**src/rtl/noc_inject_scheduler_if.sv**
```systemverilog
// ============================================================================
// Module      : noc_inject_scheduler_if
// Description : Requester, mesh-control and status bundle of the injection
//               scheduler.
// Revision    : 1.0 - initial release
// ============================================================================
`default_nettype none

interface noc_inject_scheduler_if;
  logic [3:0]  req_valid;
  logic [7:0]  req_dest;
  logic [35:0] req_data;
  logic [3:0]  req_ready;
  logic [3:0]  processor_ready_signals;
  logic        block_req;
  logic [10:0] p0_configure;
  logic [10:0] p1_configure;
  logic [10:0] p2_configure;
  logic [10:0] p3_configure;
  logic        block_all_paths;
  logic        busy;
  logic [1:0]  grant_id;
  logic        err_self;
  logic        err_timeout;

  modport slave (
    input  req_valid, req_dest, req_data, processor_ready_signals, block_req,
    output req_ready, p0_configure, p1_configure, p2_configure, p3_configure,
           block_all_paths, busy, grant_id, err_self, err_timeout
  );

  modport master (
    output req_valid, req_dest, req_data, processor_ready_signals, block_req,
    input  req_ready, p0_configure, p1_configure, p2_configure, p3_configure,
           block_all_paths, busy, grant_id, err_self, err_timeout
  );
endinterface

`default_nettype wire

```
**src/rtl/noc_inject_scheduler.sv**
```systemverilog
// ============================================================================
// Module      : noc_inject_scheduler
// Description : Round-robin injection scheduler for the 2x2 mesh; holds one
//               configure word at a time and owns the fabric freeze control.
// Revision    : 1.0 - initial release
// ============================================================================
`default_nettype none

module noc_inject_scheduler #(
  parameter int HOLD_CYCLES = 3,
  parameter int GAP_CYCLES  = 1,
  parameter int TIMEOUT     = 255
) (
  input  logic                   clock,
  input  logic                   reset,
  noc_inject_scheduler_if.slave  bus
);

  typedef enum logic [2:0] {
    ST_IDLE       = 3'd0,
    ST_DRIVE      = 3'd1,
    ST_GAP        = 3'd2,
    ST_WAIT_READY = 3'd3,
    ST_BLOCKED    = 3'd4
  } state_t;

  localparam logic [7:0] c_hold_last    = 8'(HOLD_CYCLES - 1);
  localparam logic [7:0] c_gap_last     = 8'(GAP_CYCLES - 1);
  localparam logic [7:0] c_timeout_last = 8'(TIMEOUT - 1);
  localparam bit         c_skip_gap     = (GAP_CYCLES == 0);

  state_t      r_state;
  state_t      w_next_state;
  logic [7:0]  r_cnt;
  logic [7:0]  w_next_cnt;
  logic [1:0]  r_rr_ptr;
  logic [1:0]  r_grant_id;
  logic [10:0] r_word;
  logic        r_err_self;
  logic        r_err_timeout;
  logic        r_block;

  logic [3:0]  w_eligible;
  logic [1:0]  w_winner;
  logic [1:0]  w_sel_dest;
  logic [8:0]  w_sel_data;
  logic        w_accept;
  logic [3:0]  w_req_ready;
  logic        w_self_err;
  logic        w_timeout;

  logic [1:0]  w_dest_arr [4];
  logic [8:0]  w_data_arr [4];
  logic [10:0] w_cfg      [4];

  // Scan from the pointer downwards in reverse so the nearest eligible index wins.
  function automatic logic [1:0] rr_pick(input logic [3:0] elig, input logic [1:0] ptr);
    logic [1:0] idx;
    rr_pick = ptr;
    for (int k = 3; k >= 0; k--) begin
      idx = ptr + 2'(k);
      if (elig[idx]) rr_pick = idx;
    end
  endfunction

  for (genvar g = 0; g < 4; g++) begin : g_lane
    assign w_dest_arr[g] = bus.req_dest[2*g +: 2];
    assign w_data_arr[g] = bus.req_data[9*g +: 9];
    assign w_cfg[g]      = (r_state == ST_DRIVE && r_grant_id == 2'(g)) ? r_word : 11'd0;
  end

  assign w_eligible = bus.req_valid & bus.processor_ready_signals;
  assign w_winner   = rr_pick(w_eligible, r_rr_ptr);
  assign w_sel_dest = w_dest_arr[w_winner];
  assign w_sel_data = w_data_arr[w_winner];

  always_comb begin
    w_next_state = r_state;
    w_next_cnt   = r_cnt;
    w_accept     = 1'b0;
    w_req_ready  = 4'd0;
    w_self_err   = 1'b0;
    w_timeout    = 1'b0;
    case (r_state)
      ST_IDLE: begin
        if (bus.block_req) begin
          w_next_state = ST_BLOCKED;
        end else if (|w_eligible) begin
          w_accept    = 1'b1;
          w_req_ready = 4'b0001 << w_winner;
          if (w_sel_dest == w_winner) begin
            w_self_err = 1'b1;
          end else begin
            w_next_state = ST_DRIVE;
            w_next_cnt   = 8'd0;
          end
        end
      end
      ST_DRIVE: begin
        if (r_cnt == c_hold_last) begin
          w_next_cnt   = 8'd0;
          w_next_state = c_skip_gap ? ST_WAIT_READY : ST_GAP;
        end else begin
          w_next_cnt = r_cnt + 8'd1;
        end
      end
      ST_GAP: begin
        if (r_cnt == c_gap_last) begin
          w_next_cnt   = 8'd0;
          w_next_state = ST_WAIT_READY;
        end else begin
          w_next_cnt = r_cnt + 8'd1;
        end
      end
      ST_WAIT_READY: begin
        if (bus.processor_ready_signals[r_grant_id]) begin
          w_next_state = ST_IDLE;
        end else if (r_cnt == c_timeout_last) begin
          w_timeout    = 1'b1;
          w_next_state = ST_IDLE;
        end else begin
          w_next_cnt = r_cnt + 8'd1;
        end
      end
      ST_BLOCKED: begin
        if (!bus.block_req) w_next_state = ST_IDLE;
      end
      default: w_next_state = ST_IDLE;
    endcase
  end

  always_ff @(posedge clock or posedge reset) begin
    if (reset) begin
      r_state       <= ST_IDLE;
      r_cnt         <= 8'd0;
      r_rr_ptr      <= 2'd0;
      r_grant_id    <= 2'd0;
      r_word        <= 11'd0;
      r_err_self    <= 1'b0;
      r_err_timeout <= 1'b0;
      r_block       <= 1'b0;
    end else begin
      r_state       <= w_next_state;
      r_cnt         <= w_next_cnt;
      r_err_self    <= w_self_err;
      r_err_timeout <= w_timeout;
      r_block       <= (w_next_state == ST_BLOCKED);
      if (w_accept) begin
        r_grant_id <= w_winner;
        r_rr_ptr   <= w_winner + 2'd1;
        r_word     <= {w_sel_dest, w_sel_data};
      end
    end
  end

  // Configure lanes decode from state so an async reset blanks them at once.
  assign bus.p0_configure    = w_cfg[0];
  assign bus.p1_configure    = w_cfg[1];
  assign bus.p2_configure    = w_cfg[2];
  assign bus.p3_configure    = w_cfg[3];
  assign bus.req_ready       = w_req_ready;
  assign bus.block_all_paths = r_block;
  assign bus.busy            = (r_state != ST_IDLE);
  assign bus.grant_id        = r_grant_id;
  assign bus.err_self        = r_err_self;
  assign bus.err_timeout     = r_err_timeout;

endmodule

`default_nettype wire

```
**src/flat_wrapper.sv**
```systemverilog
// flat-port wrapper written by rule: the top's interface ports become plain ports
module noc_inject_scheduler_flat 
#(
  parameter int HOLD_CYCLES = 3,
  parameter int GAP_CYCLES  = 1,
  parameter int TIMEOUT     = 255
)
  (clock, reset, bus_req_valid, bus_req_dest, bus_req_data, bus_processor_ready_signals, bus_block_req, bus_req_ready, bus_p0_configure, bus_p1_configure, bus_p2_configure, bus_p3_configure, bus_block_all_paths, bus_busy, bus_grant_id, bus_err_self, bus_err_timeout);
  noc_inject_scheduler_if bus_i ();
  input  logic clock;
  input  logic reset;
  input wire logic [$bits(bus_i.req_valid)-1:0] bus_req_valid;
  input wire logic [$bits(bus_i.req_dest)-1:0] bus_req_dest;
  input wire logic [$bits(bus_i.req_data)-1:0] bus_req_data;
  input wire logic [$bits(bus_i.processor_ready_signals)-1:0] bus_processor_ready_signals;
  input wire logic [$bits(bus_i.block_req)-1:0] bus_block_req;
  output wire logic [$bits(bus_i.req_ready)-1:0] bus_req_ready;
  output wire logic [$bits(bus_i.p0_configure)-1:0] bus_p0_configure;
  output wire logic [$bits(bus_i.p1_configure)-1:0] bus_p1_configure;
  output wire logic [$bits(bus_i.p2_configure)-1:0] bus_p2_configure;
  output wire logic [$bits(bus_i.p3_configure)-1:0] bus_p3_configure;
  output wire logic [$bits(bus_i.block_all_paths)-1:0] bus_block_all_paths;
  output wire logic [$bits(bus_i.busy)-1:0] bus_busy;
  output wire logic [$bits(bus_i.grant_id)-1:0] bus_grant_id;
  output wire logic [$bits(bus_i.err_self)-1:0] bus_err_self;
  output wire logic [$bits(bus_i.err_timeout)-1:0] bus_err_timeout;
  assign bus_i.req_valid = bus_req_valid;
  assign bus_i.req_dest = bus_req_dest;
  assign bus_i.req_data = bus_req_data;
  assign bus_i.processor_ready_signals = bus_processor_ready_signals;
  assign bus_i.block_req = bus_block_req;
  assign bus_req_ready = bus_i.req_ready;
  assign bus_p0_configure = bus_i.p0_configure;
  assign bus_p1_configure = bus_i.p1_configure;
  assign bus_p2_configure = bus_i.p2_configure;
  assign bus_p3_configure = bus_i.p3_configure;
  assign bus_block_all_paths = bus_i.block_all_paths;
  assign bus_busy = bus_i.busy;
  assign bus_grant_id = bus_i.grant_id;
  assign bus_err_self = bus_i.err_self;
  assign bus_err_timeout = bus_i.err_timeout;
  noc_inject_scheduler #(.HOLD_CYCLES(HOLD_CYCLES), .GAP_CYCLES(GAP_CYCLES), .TIMEOUT(TIMEOUT)) u_core (.clock(clock), .reset(reset), .bus(bus_i));
endmodule
```
**config.mk**
```make
export PLATFORM = sky130hd
export DESIGN_NAME = noc_inject_scheduler_flat
export DESIGN_NICKNAME = d
export VERILOG_FILES = /design/src/rtl/noc_inject_scheduler_if.sv /design/src/rtl/noc_inject_scheduler.sv /design/src/flat_wrapper.sv
export SDC_FILE = /design/constraint.sdc
export NUM_CORES = 1
export LEC_CHECK = 0
export ABC_AREA = 1
export CAP_MARGIN = 20
export CORE_UTILIZATION = 40
export CTS_CLUSTER_DIAMETER = 80
export DETAILED_ROUTE_END_ITERATION = 7
export PLACE_DENSITY = 0.83
export SLEW_MARGIN = 20
export SYNTH_ARGS = -nofsm -noshare
export SYNTH_HDL_FRONTEND = slang
export SYNTH_SLANG_ARGS = --single-unit
```
**constraint.sdc**
```tcl
create_clock -name clock -period 6.67 [get_ports clock]
set_input_delay 1.0005 -clock clock [delete_from_list [all_inputs] [get_ports clock]]
set_output_delay 1.0005 -clock clock [all_outputs]
set_load 0.005 [all_outputs]
```
* Word level (Yosys, flattened, before mapping)
Index checks and enable logic that the tools add are counted.
** Word-level totals
- Register bits after elaboration :: 29
- Bits in latches :: 0
- RAM bits :: 0
- Bits in read-only memories :: 0
- Bits of input ports :: 55
- Logic and storage cells :: 103
- Memories :: 0
** Operators by class
- $add $sub $neg :: 5
- $mul :: 0
- Divide/modulo/power cells :: 0
- $lt $le $gt $ge :: 6
- Equal/unequal tests :: 16
- Shifts and indexed selects :: 1
- Multiplexer cells :: 54
- Bitwise gates (word level) :: 2
- Reduce and logical (&&, ||, !) cells :: 11
** Operators by type and width (count)
- $mux 8 :: 7
- $mux 11 :: 4
- $pmux 8 s4 :: 1
- $mux 3 :: 8
- $bmux 9 s2 :: 1
- $mux 9 :: 2
- $lt 2x3->1 const B :: 5
- $mux 1 :: 15
- $pmux 3 s5 :: 1
- $mux 2 :: 6
- $mux 4 :: 3
- $bmux 1 s2 :: 5
- $add 8x1->8 const B :: 1
- $eq 8x2->1 const B :: 1
- $eq 8x8->1 const B :: 1
- $logic_not 8->1 :: 1
- $ne 2x2->1 const B :: 4
- $eq 3x2->1 const B :: 2
- $eq 3x3->1 const B :: 2
- $reduce_and 6->1 :: 1
- $add 2x1->2 const B :: 2
- $add 2x2->2 const B :: 2
- $and 4x4->4 :: 1
- $bmux 2 s2 :: 1
- 14 further kinds :: 18

* Logic depth before layout (Yosys ltp)
- Depth after elaboration :: 17
- Mapped depth :: 20
- Depth with buffers taken out :: 19

* Least setup slack after synthesis
Ideal clock, no wire load.
- Path type :: in2out
- Start point :: input port bus_req_valid[3]
- End point :: output port bus_req_ready[1]
- Arrival time :: 2.343 ns
- Required time :: 5.669 ns
- Slack :: 3.326 ns
- Stages :: 14
- Buffers on the path :: 2
- Cell sequence :: nand2_1 > o21ai_0 > nand2_1 > nand2_1 > nand2_1 > nand2_4 > nand2_2 > nand2_2 > nand2_4 > buf_4 > buf_4 > ha_1 > inv_1 > nor2_1
** Between the ends
- Word-level cells in the longest chain between the ends :: 11
- Elaborated cells on any way between the ends :: 18
** Ends and longest elaborated chain
- from (decl) :: line flat_wrapper.sv:12 : input wire logic [$bits(bus_i.req_valid)-1:0] bus_req_valid;
- $and 4x4->4 (*) :: line noc_inject_scheduler.sv:72 : assign w_eligible = bus.req_valid & bus.processor_ready_signals;
- $bmux 1 s2 :: line noc_inject_scheduler.sv:62 : if (elig[idx]) rr_pick = idx;
- $mux 1 (implied by the code) :: line noc_inject_scheduler.sv:62
- $mux 2 (3 in a row) :: line noc_inject_scheduler.sv:62
- $mux 2 (*) :: line noc_inject_scheduler.sv:62
- net u_core.w_winner[0] :: line noc_inject_scheduler.sv:44 : logic [1:0] w_winner;
- $shl 1x2->4 (*) :: line noc_inject_scheduler.sv:90 : w_req_ready = 4'b0001 << w_winner;
- $mux 4 (*) :: line noc_inject_scheduler.sv:88 : end else if (|w_eligible) begin
- $mux 4 (*) :: line noc_inject_scheduler.sv:86 : if (bus.block_req) begin
- $mux 4 (*) :: line noc_inject_scheduler.sv:84 : case (r_state)
- to (decl) :: line flat_wrapper.sv:17 : output wire logic [$bits(bus_i.req_ready)-1:0] bus_req_ready;
Mark *: on every way through the listed nets, which the timed path passes. The rest lies on a longest branch. The select of a mux whose other input is x is not followed.

* Final worst setup path
- Start point :: input port bus_processor_ready_signals[3]
- End point :: output port bus_req_ready[2]
** Between the ends
- Word-level cells in the longest chain between the ends :: 11
- Elaborated cells on any way between the ends :: 18
** Ends and longest elaborated chain
- from (decl) :: line flat_wrapper.sv:15 : input wire logic [$bits(bus_i.processor_ready_signals)-1:0] bus_processor_ready_signals;
- $and 4x4->4 (*) :: line noc_inject_scheduler.sv:72
- $bmux 1 s2 :: line noc_inject_scheduler.sv:62
- $mux 1 (implied by the code) :: line noc_inject_scheduler.sv:62
- $mux 2 (4 in a row) :: line noc_inject_scheduler.sv:62
- $shl 1x2->4 :: line noc_inject_scheduler.sv:90
- $mux 4 (*) :: line noc_inject_scheduler.sv:88
- $mux 4 (*) :: line noc_inject_scheduler.sv:86
- $mux 4 (*) :: line noc_inject_scheduler.sv:84
Mark *: on every way between the ends. The rest lies on a longest branch, timed or not. The select of a mux whose other input is x is not followed.

==> results.yml <==
logic_synthesis:
  syn-num-nets: 454
  synth-compound-area-share: 0.0674
  synthMuxAreaShare: 0
  yosys_register_bits: 29
  synthCells: 392
  synth_adder_area_share: 0.0355
  synth-simple-area-share: 0.481
  yosys.area.top_type_share: 0.294
  ys_seq_area_frac: 0.294
  yosysWarnings: 0
  yosysTopAreaCell: "dfrtp_1"
  synth_area_sq_mm: 0.00247
  synth-xor-area-share: 0.0177
  synth_top_family_by_area: "simple AND/OR/NAND/NOR gates"
  syn_avg_cell_area_sq_um: 6.30
  synth_cell_types: 37
  synth.area.top_cells: "dfrtp_1, nand2_1, nor2_1"
clock_tree:
  cts_tree: "built"
  cts_buffer_depth: 2
  cts.sinks: 29
  htreeDepth: 2
  ctsResizeCount: 0
  clkTransAtPathRegs_ns: 0.06
  cts_setup_buffers: 0
  cts-root-buf: "clkbuf_8"
  numCtsBuffers: 5
  cts_hold_buf: 0
  clock_latency_ns: 0.29
power_and_ir_drop:
  p_int_w: 0.000694
  sw_frac_of_total: 0.537
  p_leak_nw: 1.65
  power_switching_w: 0.000804
  p_clk_frac: 0.102
  combPwrFrac: 0.708
  seqPwrFrac: 0.190
  p_per_area_mw_per_mm2: 408
  vdd_drop_max_uv: 235
worst_setup_path:
  path_class: "in -> out"
  startpoint_type: "input pin"
  cp-end-kind: "primary output"
  worstPathArrival_ns: 3.84
  crit_fanout: 17
  critPathRequiredTime_ns: 5.67
timing:
  setup_tns_ns: 0
  worst_pin_slew_ns: 0.767
  max_freq_ghz: 0.207
  fin_crit_sh: 0.726
  slew_violations: 0
  hold_ws_ns: 0.538
  hold_viol: 0
  fin_crit_ns: 4.84
  finalSetupViolations: 0
  fin_worst_skew_ns: 0.00957
  rsz0062_at_grt: "no"
  fin_ws_ns: 1.83
  slew_headroom: 0.486
grt:
  grt_use_total: 0.239
  grt_max_degree: 30
  grt_pass1_vias: 2682
  antenna_found_initial: 0
  grt_pass1_wl_mm: 12.1
  overflow: 0
place:
  globalplace.congestion: 0.960
  preCtsSetupSlack_ns: 1.87
  placed_cell_area_sq_mm: 0.00357
  dp.cells: 561
  portBuffers: 108
  dp_hpwl_mm: 5.88
detailed_routing:
  wl_per_cell_microns: 13.3
  ant_nets: 0
  dr.pass1.iters: 5
  routed_wl_mm: 7.59
  drc_errors: 0
  dr_total_vias: 2954
  drt_iter0_markers: 184
  vias_per_cell: 5.19
floorplanning:
  die_area_sq_mm: 0.00649
  core_sq_mm: 0.00592
  start_util: 0.417
  ioPinCount: 109
  die_x_microns: 80.6
  num_rows: 28
  die_h_microns: 80.6
layout:
  finalInstanceArea_sq_mm: 0.00367
  final_cell_mix: "clkdlybuf4s50_1, nand2_1, nor2_1"
  fillCellCount: 552
  syn2layout_area_growth_pct: 48.6
  nets: 555
  fin_cells: 569
  diodes: 0
  multi_input_area_sq_mm: 0.00149
  final_common_cell: "clkdlybuf4s50_1"
  drive_above_1_share: 0.0628
  register_area_sq_um: 726
worst_hold_path:
  hold_path_class: "reg -> reg"
job:
  max_cap_violations: 0
run_status:
  outcome: "complete, no violations"
routing by layer:
metal | part of all wire | vias to the layer above | global-route usage
met5 | 0 | - | 0
met4 | 0.013 | 0 | 0.0696
met3 | 0.091 | 12 | 0.0523
met2 | 0.49 | 130 | 0.412
met1 | 0.40 | 1358 | 0.297
li1 | - | 1454 | -
power by group through the flow:
stage                     Sequential (W)  Combinational (W)  Clock [W]
after floorplan                 0.000269           0.000774          0
final                           0.000284            0.00106   0.000152
after CTS                       0.000284            0.00106   0.000154
after global placement          0.000284            0.00103          0
after detailed placement        0.000287            0.00105          0
after global routing            0.000291            0.00117   0.000164
synthesized netlist by cell type:
library cell / count
a21boi_0: 1
buf_6: 1
nand3_4: 2
or2_2: 1
xor2_1: 3
a31oi_1: 3
inv_4: 1
nand3_2: 4
buf_2: 3
a21oi_1: 3
nand4_1: 10
nor4_1: 3
o21ai_0: 16
buf_4: 2
and2_1: 1
nor2_1: 71
nor2_2: 1
a41oi_1: 1
nand2_4: 3
ha_1: 7
nand2_1: 99
nor3_2: 1
and2_4: 1
a211oi_1: 1
inv_2: 1
xnor2_1: 2
dfrtp_1: 29
o211ai_1: 2
nor3_1: 4
buf_1: 2
o21bai_1: 1
clkbuf_1: 6
nand2_2: 7
inv_1: 47
o22ai_1: 1
nand3_1: 50
nand3b_1: 1
layout make-up:
class,count,share of cell area
Timing Repair Buffer,108,0.295
Clock inverter,2,0.00375
Sequential cell,29,0.198
Tap cell,75,0.0256
Inverter,49,0.0508
Clock buffer,6,0.0225
Multi-Input combinational cell,300,0.405
flip-flops by register name (all words and copies together), names as in the netlist:
name and flops:
u_core.r_state 3, u_core.r_cnt 8, u_core.r_rr_ptr 2, u_core.bus.block_all_paths 1
u_core.bus.err_self 1, u_core.bus.grant_id 2, u_core.bus.err_timeout 1, u_core.r_word 11
worst paths after layout:
check | to | depth (start not counted) | slack [ns] | from
hold reg to reg | u_core.r_cnt[5] | 2 | 0.54 | u_core.r_cnt[5]
min in group asynchronous | u_core.r_cnt[4] | 2 | 1.11 | reset
hold / removal | u_core.r_cnt[5] | 2 | 0.54 | u_core.r_cnt[5]
max in group asynchronous | u_core.r_word[9] | 2 | 5.17 | reset
setup / recovery | bus_req_ready[2] | 13 | 1.83 | bus_processor_ready_signals[3]
setup reg to reg | u_core.r_cnt[7] | 14 | 3.78 | u_core.r_rr_ptr[0]
worst max-delay path, cell delays in order:
cell             delay, ns
clkdlybuf4s50_1       0.47
nand2_1               0.10
o21ai_0               0.32
nand2_1               0.14
nand2_1               0.08
nand3_1               0.07
nand3b_1              0.12
nand2_2               0.22
inv_1                 0.40
ha_1                  0.24
inv_1                 0.05
nor2_1                0.11
clkdlybuf4s50_1       0.51
stage by stage:
stage | util | power (W)
floorplan | - | 0.00104
global placement | 0.603 | 0.00131
detailed placement | 0.603 | 0.00134
CTS | 0.620 | 0.00150
global route | 0.620 | 0.00163
finish | 0.620 | 0.00150
cells by family after synthesis:
| logic type | Yosys count |
|---|---|
| flops | 29 |
| fa+ha+maj | 7 |
| xor+xnor | 5 |
| compound gates | 29 |
| buf+inv | 63 |
| simple gates | 259 |
No activity file was read; power rests on OpenSTA's default activity.
